===== src/rtl/brightness_ram_sequencer_pkg.sv =====
// Shared types, constants and the saturating pixel adder used by the
// brightness sequencer and the systolic PE.
package brightness_pkg;

    // Pixel width the shared arithmetic is built for.
    localparam int PIX_W = 8;

    // Largest representable pixel value.
    localparam logic [PIX_W-1:0] PIX_MAX = '1;

    // Sequencer FSM states.
    typedef enum logic [1:0] {
        IDLE  = 2'd0,
        RUN   = 2'd1,
        DRAIN = 2'd2,
        DONE  = 2'd3
    } seq_state_t;

    // Unsigned pixel plus signed offset, clamped to [0, PIX_MAX].
    // The sum is formed two bits wider than the pixel. Bit PIX_W+1 is the
    // sign, and bit PIX_W flags an overflow past PIX_MAX. The worst case is
    // PIX_MAX + PIX_MAX, which still fits without reaching the sign bit.
    function automatic logic [PIX_W-1:0] sat_add(input logic [PIX_W-1:0] pixel,
                                                 input logic [PIX_W:0]   offset);
        logic [PIX_W+1:0] sum;
        sum = {2'b00, pixel} + {offset[PIX_W], offset};
        if (sum[PIX_W+1]) begin
            sat_add = '0;
        end else if (sum[PIX_W]) begin
            sat_add = PIX_MAX;
        end else begin
            sat_add = sum[PIX_W-1:0];
        end
    endfunction

endpackage


===== src/rtl/brightness_ram_sequencer_if.sv =====
// Control and RAM-bus bundle of the brightness sequencer.
//
// Handshake: start is a level that is sampled only while the sequencer is
// idle. busy is high from the accepting edge until done. done is a one-cycle
// pulse in which busy is already low. There is no backpressure. The source
// RAM returns src_q one cycle after it latches src_address. The destination
// RAM writes dst_data to dst_address on every edge where dst_wren is high.
interface brightness_ram_sequencer_if #(
    parameter int ADDR_W = 6,
    parameter int DATA_W = 8
);
    logic              start;
    logic [DATA_W:0]   offset;
    logic              busy;
    logic              done;
    logic [ADDR_W-1:0] src_address;
    logic              src_wren;
    logic [DATA_W-1:0] src_data;
    logic [DATA_W-1:0] src_q;
    logic [ADDR_W-1:0] dst_address;
    logic [DATA_W-1:0] dst_data;
    logic              dst_wren;

    // Sequencer side.
    modport master (
        input  start, offset, src_q,
        output busy, done, src_address, src_wren, src_data,
               dst_address, dst_data, dst_wren
    );

    // Environment side: the controller plus both RAMs.
    modport slave (
        output start, offset, src_q,
        input  busy, done, src_address, src_wren, src_data,
               dst_address, dst_data, dst_wren
    );
endinterface


===== src/rtl/brightness_ram_sequencer_alu.sv =====
// Combinational brightness adjust of one pixel, used in pipeline stage 2.
module brightness_pixel_alu
    import brightness_pkg::*;
(
    input  logic [PIX_W-1:0] pixel_i,
    input  logic [PIX_W:0]   offset_i,
    output logic [PIX_W-1:0] pixel_o
);

    assign pixel_o = sat_add(pixel_i, offset_i);

endmodule


===== src/rtl/brightness_ram_sequencer.sv =====
// Streams NUM_WORDS words from the source RAM through the saturating
// brightness adder and into the destination RAM, one read per cycle.
module brightness_ram_sequencer
    import brightness_pkg::*;
#(
    parameter int ADDR_W    = 6,
    parameter int DATA_W    = 8,
    parameter int NUM_WORDS = 64
) (
    input  logic                         clock,
    input  logic                         reset_n,
    brightness_ram_sequencer_if.master   bus,
    output seq_state_t                   dbg_state_o
);

    localparam logic [ADDR_W-1:0] LAST_ADDR = ADDR_W'(NUM_WORDS - 1);

    seq_state_t        state_q, state_d;
    logic [DATA_W:0]   offset_q, offset_d;
    logic [ADDR_W-1:0] src_addr_q, src_addr_d;
    // issue_q: the address now on src_address is a fresh read request.
    logic              issue_q, issue_d;
    // pipe_q[0]: the RAM has latched the address, so src_q is valid now.
    // pipe_q[1]: the adjusted word is on the destination bus.
    logic [1:0]        pipe_q;
    logic [ADDR_W-1:0] addr_d1_q;
    logic [ADDR_W-1:0] dst_addr_q;
    logic [DATA_W-1:0] dst_data_q;
    logic [DATA_W-1:0] alu_pixel;
    logic              busy;
    logic              done;

    // State register.
    always_ff @(posedge clock or negedge reset_n) begin
        if (!reset_n) begin
            state_q <= IDLE;
        end else begin
            state_q <= state_d;
        end
    end

    // Next-state logic. RUN moves on once the last address is issued.
    // DRAIN waits until no read is left in flight.
    always_comb begin
        state_d = state_q;
        case (state_q)
            IDLE:    if (bus.start) state_d = RUN;
            RUN:     if (src_addr_d == LAST_ADDR) state_d = DRAIN;
            DRAIN:   if (!issue_q && !pipe_q[0]) state_d = DONE;
            DONE:    state_d = IDLE;
            default: state_d = IDLE;
        endcase
    end

    // FSM outputs.
    always_comb begin
        busy = 1'b0;
        done = 1'b0;
        case (state_q)
            RUN, DRAIN: busy = 1'b1;
            DONE:       done = 1'b1;
            default:    ;
        endcase
    end

    // Address counter, offset latch and issue flag. The counter saturates
    // at LAST_ADDR instead of wrapping, so a full 2^ADDR_W tile holds all-ones.
    always_comb begin
        src_addr_d = src_addr_q;
        offset_d   = offset_q;
        issue_d    = 1'b0;
        case (state_q)
            IDLE: begin
                if (bus.start) begin
                    src_addr_d = '0;
                    offset_d   = bus.offset;
                    issue_d    = 1'b1;
                end
            end
            RUN: begin
                if (src_addr_q != LAST_ADDR) begin
                    src_addr_d = src_addr_q + 1'b1;
                    issue_d    = 1'b1;
                end
            end
            default: ;
        endcase
    end

    // Control-path registers.
    always_ff @(posedge clock or negedge reset_n) begin
        if (!reset_n) begin
            src_addr_q <= '0;
            offset_q   <= '0;
            issue_q    <= 1'b0;
            pipe_q     <= 2'b00;
        end else begin
            src_addr_q <= src_addr_d;
            offset_q   <= offset_d;
            issue_q    <= issue_d;
            pipe_q     <= {pipe_q[0], issue_q};
        end
    end

    brightness_pixel_alu u_alu (
        .pixel_i (bus.src_q),
        .offset_i(offset_q),
        .pixel_o (alu_pixel)
    );

    // Address delay line and destination registers. Stage 1 remembers the
    // address the RAM latched. Stage 2 captures the adjusted read data.
    always_ff @(posedge clock or negedge reset_n) begin
        if (!reset_n) begin
            addr_d1_q  <= '0;
            dst_addr_q <= '0;
            dst_data_q <= '0;
        end else begin
            if (issue_q) begin
                addr_d1_q <= src_addr_q;
            end
            if (pipe_q[0]) begin
                dst_addr_q <= addr_d1_q;
                dst_data_q <= alu_pixel;
            end
        end
    end

    assign bus.busy        = busy;
    assign bus.done        = done;
    assign bus.src_address = src_addr_q;
    assign bus.src_wren    = 1'b0;
    assign bus.src_data    = '0;
    assign bus.dst_address = dst_addr_q;
    assign bus.dst_data    = dst_data_q;
    assign bus.dst_wren    = pipe_q[1];
    assign dbg_state_o     = state_q;

endmodule


===== src/flat_wrapper.sv =====
// flat-port wrapper written by rule: the top's interface ports become plain ports
module brightness_ram_sequencer_flat import brightness_pkg::*;
#(
    parameter int ADDR_W    = 6,
    parameter int DATA_W    = 8,
    parameter int NUM_WORDS = 64
)
  (clock, reset_n, dbg_state_o, bus_start, bus_offset, bus_src_q, bus_busy, bus_done, bus_src_address, bus_src_wren, bus_src_data, bus_dst_address, bus_dst_data, bus_dst_wren);
  brightness_ram_sequencer_if #(.ADDR_W(ADDR_W), .DATA_W(DATA_W)) bus_i ();
  input  logic clock;
  input  logic reset_n;
  output seq_state_t dbg_state_o;
  input wire logic [$bits(bus_i.start)-1:0] bus_start;
  input wire logic [$bits(bus_i.offset)-1:0] bus_offset;
  input wire logic [$bits(bus_i.src_q)-1:0] bus_src_q;
  output wire logic [$bits(bus_i.busy)-1:0] bus_busy;
  output wire logic [$bits(bus_i.done)-1:0] bus_done;
  output wire logic [$bits(bus_i.src_address)-1:0] bus_src_address;
  output wire logic [$bits(bus_i.src_wren)-1:0] bus_src_wren;
  output wire logic [$bits(bus_i.src_data)-1:0] bus_src_data;
  output wire logic [$bits(bus_i.dst_address)-1:0] bus_dst_address;
  output wire logic [$bits(bus_i.dst_data)-1:0] bus_dst_data;
  output wire logic [$bits(bus_i.dst_wren)-1:0] bus_dst_wren;
  assign bus_i.start = bus_start;
  assign bus_i.offset = bus_offset;
  assign bus_i.src_q = bus_src_q;
  assign bus_busy = bus_i.busy;
  assign bus_done = bus_i.done;
  assign bus_src_address = bus_i.src_address;
  assign bus_src_wren = bus_i.src_wren;
  assign bus_src_data = bus_i.src_data;
  assign bus_dst_address = bus_i.dst_address;
  assign bus_dst_data = bus_i.dst_data;
  assign bus_dst_wren = bus_i.dst_wren;
  brightness_ram_sequencer #(.ADDR_W(ADDR_W), .DATA_W(DATA_W), .NUM_WORDS(NUM_WORDS)) u_core (.clock(clock), .reset_n(reset_n), .bus(bus_i), .dbg_state_o(dbg_state_o));
endmodule

===== config.mk =====
export PLATFORM = sky130hd
export DESIGN_NAME = brightness_ram_sequencer_flat
export DESIGN_NICKNAME = d
export VERILOG_FILES = /design/src/rtl/brightness_ram_sequencer_pkg.sv /design/src/rtl/brightness_ram_sequencer_if.sv /design/src/rtl/brightness_ram_sequencer_alu.sv /design/src/rtl/brightness_ram_sequencer.sv /design/src/flat_wrapper.sv
export SDC_FILE = /design/constraint.sdc
export NUM_CORES = 1
export LEC_CHECK = 0
export CAP_MARGIN = 10
export CORE_MARGIN = 3
export CORE_UTILIZATION = 35
export CTS_CLUSTER_SIZE = 20
export DETAILED_ROUTE_END_ITERATION = 10
export PLACE_DENSITY = 0.67
export SETUP_SLACK_MARGIN = 0.15
export SYNTH_ARGS = -nofsm -noshare
export SYNTH_HDL_FRONTEND = slang
export SYNTH_SLANG_ARGS = --single-unit

===== constraint.sdc =====
create_clock -name clock -period 3.1 [get_ports clock]
set_clock_uncertainty 0.15 [all_clocks]
set_input_delay 0.31 -clock clock [delete_from_list [all_inputs] [get_ports clock]]
set_output_delay 0.31 -clock clock [all_outputs]
set_load 0.02 [all_outputs]

==> results of run 1 <==
## logic make-up (layout without fill, tap and decap cells)
family	after synthesis	in the layout	synth area share
xor+xnor	4	4	0.0156
fa+ha+maj	14	14	0.0816
other cells	1	9	0.00167
simple gates	32	32	0.0737
compound gates	58	58	0.196
mux	24	24	0.123
flops	40	40	0.447
buf+inv	25	63	0.0609
## stage by stage
stage	setup slack [ns]	total power, mW	util	cell area, um^2
5_1_grt	0.357	3.05	0.461	2800
3_5_place_dp	0.284	2.48	0.446	2700
6_report	0.534	2.81	0.461	2800
2_1_floorplan	0.710	2.01	-	2270
4_1_cts	0.535	2.85	0.461	2800
3_3_place_gp	0.318	2.45	0.446	2700
## power by group through the flow
stage	combinational, mW	sequential (mW)	clock (mW)
after global placement	1.51	0.936	0
after global routing	1.69	0.969	0.384
after floorplan	1.02	0.990	0
after CTS	1.55	0.933	0.367
final	1.53	0.927	0.351
after detailed placement	1.54	0.943	0
## final cells by class
| class | count | area (um^2) |
|---|---|---|
| Fill cell | 577 | 3260 |
| Multi-Input combinational cell | 141 | 1130 |
| Sequential cell | 40 | 1000 |
| Timing Repair Buffer | 44 | 435 |
| Tap cell | 75 | 93.8 |
| Clock buffer | 6 | 82.6 |
| Inverter | 11 | 41.3 |
| Clock inverter | 2 | 10.0 |
## sequential cells by signal, indices dropped and copies added, names as in the netlist
name                    count
u_core.bus.src_address      6
u_core.offset_q             9
u_core.bus.dst_data         8
u_core.addr_d1_q            6
u_core.dbg_state_o          2
u_core.bus.dst_address      6
u_core.pipe_q               2
u_core.issue_q              1
## layout by cell type (no fill, tap or decap), types with 2 or more instances in the layout
master           instances
a32o_1                   2
clkinv_2                 2
xnor2_1                  3
o21ai_0                 12
o2bb2ai_1                2
nor4_1                   2
nand2b_1                 2
nand3_1                  4
nand2_1                 11
mux2_4                   2
a221o_1                  7
nor2_1                   7
a21oi_1                 10
conb_1                   9
a21o_1                   2
clkbuf_8                 6
o21a_1                   2
ha_1                    13
a211oi_1                 2
clkdlybuf4s50_1         43
mux2_2                  21
a211oi_2                 2
and2_1                   2
a41oi_1                  2
dfrtp_1                 40
inv_1                   10
## layer usage
layer	vias to the layer above	share of wire	GRT usage
met5	-	0	0
met4	0	0	0.0345
met3	0	0.058	0.0307
met2	60	0.48	0.220
met1	813	0.46	0.176
li1	809	-	-
## worst reg2reg max path, cell delays in order, from the launching register on
cell      delay, ns
dfrtp_1        0.43
inv_1          0.10
ha_1           0.38
inv_1          0.17
a211o_1        0.28
a221oi_2       0.29
a41oi_2        0.18
nor2_2         0.16
mux2_4         0.31
## path summary, 6_finish.rpt
kind | from | end | slack, ns | cells past startpoint
worst max-delay path | u_core.dbg_state_o[1] | u_core.dbg_state_o[1] | 0.53 | 8
worst min-delay path | reset_n | u_core.bus.dst_data[5] | -0.02 | 1
worst max register to register | u_core.dbg_state_o[1] | u_core.dbg_state_o[1] | 0.53 | 8
worst min register to register | u_core.addr_d1_q[0] | u_core.bus.dst_address[0] | 0.36 | 1
max in group asynchronous | reset_n | u_core.dbg_state_o[1] | 2.28 | 1
min in group clock | u_core.addr_d1_q[0] | u_core.bus.dst_address[0] | 0.36 | 1
==> out/qor.txt, run 1 <==
clock buffer depth = 2
first-pass GRT wire length = 7870 um
status = finished, violations left
Tightest Pin Transition = 0.864 ns
remaining antenna violation count = 0
Primary FF master, synth = dfrtp_1
largest net degree at the start of global routing = 41
cts repair resizes = 0
CP startpoint kind = flop
initial antenna violation count = 0
diode count = 0
P_sw = 1.14 mW
clk_lat worst skew = 0.28 ns
Synth area leader = dfrtp_1
Crit. End Element = flop
Synth Instances = 198
Final Hold Slack = -0.0162 ns
CP Class = flop to flop
crit-path max cell delay = 0.43 ns
unrepaired setup endpoints after global routing = false
die area = 7400 um^2
Hold Crit Class = primary input to async pin
TNS Setup = 0 ns
Sw Ratio = 0.405
Setup Buffers After CTS = 0
share of layout cells above drive strength 1 = 0.168
Post-synth top cells = dfrtp_1 (40), mux2_2 (21), ha_1 (13), o21ai_0 (12), nand2_1 (11)
Synth area leaders = dfrtp_1 (45%), mux2_2 (11%), ha_1 (7.3%), a221o_1 (3.1%), buf_4 (3.0%)
sequential fraction of the synthesis area = 0.447
I/O pin total = 54
I/O Buffers = 44
CTS tree = done
detailed placement HPWL = 3470 um
Placer Congestion = 0.892
Sink Count = 40
CP dominant cell by count = inv_1
starting density of the core = 0.370
Final min period = 2.57 ns
crit-path leading delay family = compound AO/OA/AOI/OAI gates
# DRC = 0
core area = 6060 um^2
CP required = 3.12 ns
count leader, synth = dfrtp_1
P_leak = 1.21 nW
TritonRoute pass-1 iters = 4
Root Buffer Master = clkbuf_8
Worst Path Arrival = 2.59 ns
CTS Buf Count = 5
slowest CP cell = dfrtp_1
Layout Cells excl Fill = 319
Synth Register Bits = 40
Syn Std Cell Area = 2240 um^2
placed insts = 311
Slew Limit Fails = 0
final hold vios = 40
fin nets = 277
worst path cell trace = inv_1 -> ha_1 -> inv_1 -> a211o_1 -> a221oi_2 -> a41oi_2 -> nor2_2 -> mux2_4
yosys warns = 0
PD cells = 1010 nW/um^2
fraction of registers with async set/reset = 1.00
Initial DRC Count = 66
maxcap violations = 0
Reg power frac = 0.330
clock power share = 0.125
vias in the first global route = 1641
fraction of post-synthesis cell area in the top cell type by area = 0.447
Max Freq = 390 MHz
final period utilization = 0.828
routed via count = 1682
final WL = 4590 um
clk slew on worst S/H paths = 0.07 ns
worst-path fanout max = 12
wire length per cell = 14.4 um
CP Buf/Inv Count = 2
CTS H-tree depth = 2
syn avg cell area = 11.3 um^2
Rows = 28
Post-synth EDFFs = 0
die span in x = 86.0 um
P_int = 1.67 mW
Global Route Usage Sum = 0.133
failing checks = negative hold slack
die height = 86.0 um
worst rel slew slack = 0.424
Final Setup Violations = 0
Post-CTS Hold Buffers = 0
Vias/cell = 5.27
Unique masters post-synth = 50
VDD IR max = 0.000410 V
total gr overflow = 0
Layout area overhead = 24.9%
Comb pwr share = 0.546
No activity file was read; power rests on OpenSTA's default activity.
==> run 2: changes to the inputs <==
Settings changed: PLACE_DENSITY 0.67 to 0.69.
Clock period 3.1 ns to 2.3 ns, I/O delays scaled along.
==> out/qor.txt, run 2 (synthesized netlist as in run 1, its figures left out) <==
Crit. End Element = flop
Final min period = 2.46 ns (-0.109 ns)
I/O Buffers = 44 (unchanged)
Final Hold Slack = 0.141 ns (+0.157 ns)
Worst Path Arrival = 2.49 ns (-0.10 ns)
P_leak = 1.42 nW (+17%)
Root Buffer Master = clkbuf_8
die span in x = 86.0 um (unchanged)
initial antenna violation count = 0 (unchanged)
CP required = 2.33 ns (-0.79 ns)
failing checks = negative setup slack
CP startpoint kind = flop
CTS tree = done
Sw Ratio = 0.393 (-0.0120)
Initial DRC Count = 50 (-24%)
Top reg by flops = u_core.offset_q
maxcap violations = 0 (unchanged)
detailed placement HPWL = 3990 um (+15%)
CTS Buf Count = 5 (unchanged)
die area = 7400 um^2 (unchanged)
Slew Limit Fails = 0 (unchanged)
status = finished, violations left
clock buffer depth = 2 (unchanged)
first-pass GRT wire length = 9120 um (+16%)
slowest CP cell = dfrtp_1
post-placement setup slack = -0.467 ns (-0.751 ns)
worst-path fanout max = 7 (-5)
clock power share = 0.125 (about the same)
Placer Congestion = 0.950 (+6.6%)
routed via count = 1861 (+11%)
Max Freq = 407 MHz (+4.4%)
Vias/cell = 5.18 (-1.7%)
die height = 86.0 um (unchanged)
CTS H-tree depth = 2 (unchanged)
unrepaired setup endpoints after global routing = true
P_sw = 1.80 mW (+58%)
total gr overflow = 0 (unchanged)
vias in the first global route = 1991 (+21%)
Layout Cells excl Fill = 359 (+13%)
Comb pwr share = 0.607 (+0.061)
commonest non-fill, non-tap cell in the layout = clkdlybuf4s50_1
Layout area overhead = 45.5%
crit-path max cell delay = 0.39 ns (-0.04 ns)
Reg power frac = 0.268 (-0.062)
clk slew on worst S/H paths = 0.08 ns (about the same)
Sink Count = 40 (unchanged)
clk_lat worst skew = 0.29 ns (about the same)
Global Route Usage Sum = 0.154 (+0.0204)
wire length per cell = 14.9 um (+3.8%)
most frequent cells in the layout = clkdlybuf4s50_1 (43), buf_4 (38), dfrtp_1 (36)
starting density of the core = 0.370 (unchanged)
Final Core Density = 0.538 (+0.0762)
final WL = 5370 um (+17%)
TritonRoute pass-1 iters = 4 (unchanged)
remaining antenna violation count = 0 (unchanged)
largest net degree at the start of global routing = 18 (-56%)
Largest register FFs = 9 (unchanged)
worst path cell trace = ha_2 -> fa_2 -> a211oi_4 -> o21ai_2 -> a211oi_2 -> xnor2_1 -> nor3_2 -> buf_4 -> a221o_1
PD cells = 1400 nW/um^2 (+40%)
placed insts = 344 (+11%)
VDD IR max = 0.000752 V (+83%)
P_int = 2.78 mW (+66%)
CP Buf/Inv Count = 1 (-1)
# DRC = 0 (unchanged)
setup ws final = -0.157 ns (-0.691 ns)
diode count = 0 (unchanged)
share of layout cells above drive strength 1 = 0.359 (+0.191)
fin nets = 317 (+14%)
Final Setup Violations = 8 (+8)
Rows = 28 (unchanged)
core area = 6060 um^2 (unchanged)
I/O pin total = 54 (unchanged)
final period utilization = 1.07 (+0.240)
crit-path leading delay family = compound AO/OA/AOI/OAI gates
Hold Crit Class = primary input to async pin
final hold vios = 0 (-100%)
CP Class = flop to flop
-- run 2: cell count changes in the layout (fill, tap and decap cells not counted), moves of 3 or more --
cell / previous run / this run
buf_4: 0 / 38
ha_1: 13 / 7
dfrtp_1: 40 / 36
dfrtp_2: 0 / 4
ha_2: 0 / 3
ha_4: 0 / 3
inv_1: 10 / 7
-- run 2: metal layers --
layer	GRT usage	share of wire	up-vias
met4	0.0489	0.017	0
met5	0	0	-
met1	0.193	0.43	893
met2	0.263	0.49	74
li1	-	-	883
met3	0.0317	0.066	11
-- run 2: area by class of cell --
class | count | area (um^2)
clock buffers | 5 | 68.8
clock inverters | 3 | 42.5
fillers | 531 | 2800
inverters | 11 | 43.8
multi-input cells | 141 | 1260
flip-flops and latches | 40 | 1010
well taps | 75 | 93.8
repair buffers | 84 | 742
-- run 2: worst paths after layout --
path / startpoint / end / slack (ns) / depth (start not counted)
max: u_core.offset_q[0] / u_core.bus.dst_data[2] / -0.16 / 9
min: reset_n / u_core.bus.dst_data[2] / 0.14 / 2
max reg2reg: u_core.offset_q[0] / u_core.bus.dst_data[2] / -0.16 / 9
min reg2reg: u_core.addr_d1_q[0] / u_core.bus.dst_address[0] / 0.35 / 1
max in group asynchronous: reset_n / u_core.dbg_state_o[1] / 1.39 / 3
min in group clock: u_core.addr_d1_q[0] / u_core.bus.dst_address[0] / 0.35 / 1
-- run 2: per-stage QoR --
step                      total power [mW]  instance area (um^2)  TNS [ns]
after floorplan                       2.82                  2330         0
after global placement                3.71                  3000     -2.87
after detailed placement              3.77                  3000     -3.58
after CTS                             4.50                  3210    -0.956
after global routing                  4.93                  3260     -1.53
final                                 4.58                  3260     -1.02
-- run 2: what timing repair did --
action,4_1_cts,5_1_grt
endpoints found under the setup margin,10,10
hold buffers,1,0
gates resized for setup,13,5
pin swaps,7,1
hold endpoints to repair,40,0
gates cloned,0,0
setup buffers,2,4
-- run 2: power groups by stage --
stage / registers [mW] / logic (mW) / clock network (mW)
2_1_floorplan: 1.36 / 1.46 / 0
3_3_place_gp: 1.23 / 2.48 / 0
3_5_place_dp: 1.23 / 2.54 / 0
4_1_cts: 1.23 / 2.69 / 0.588
5_1_grt: 1.28 / 3.03 / 0.619
6_report: 1.23 / 2.78 / 0.571
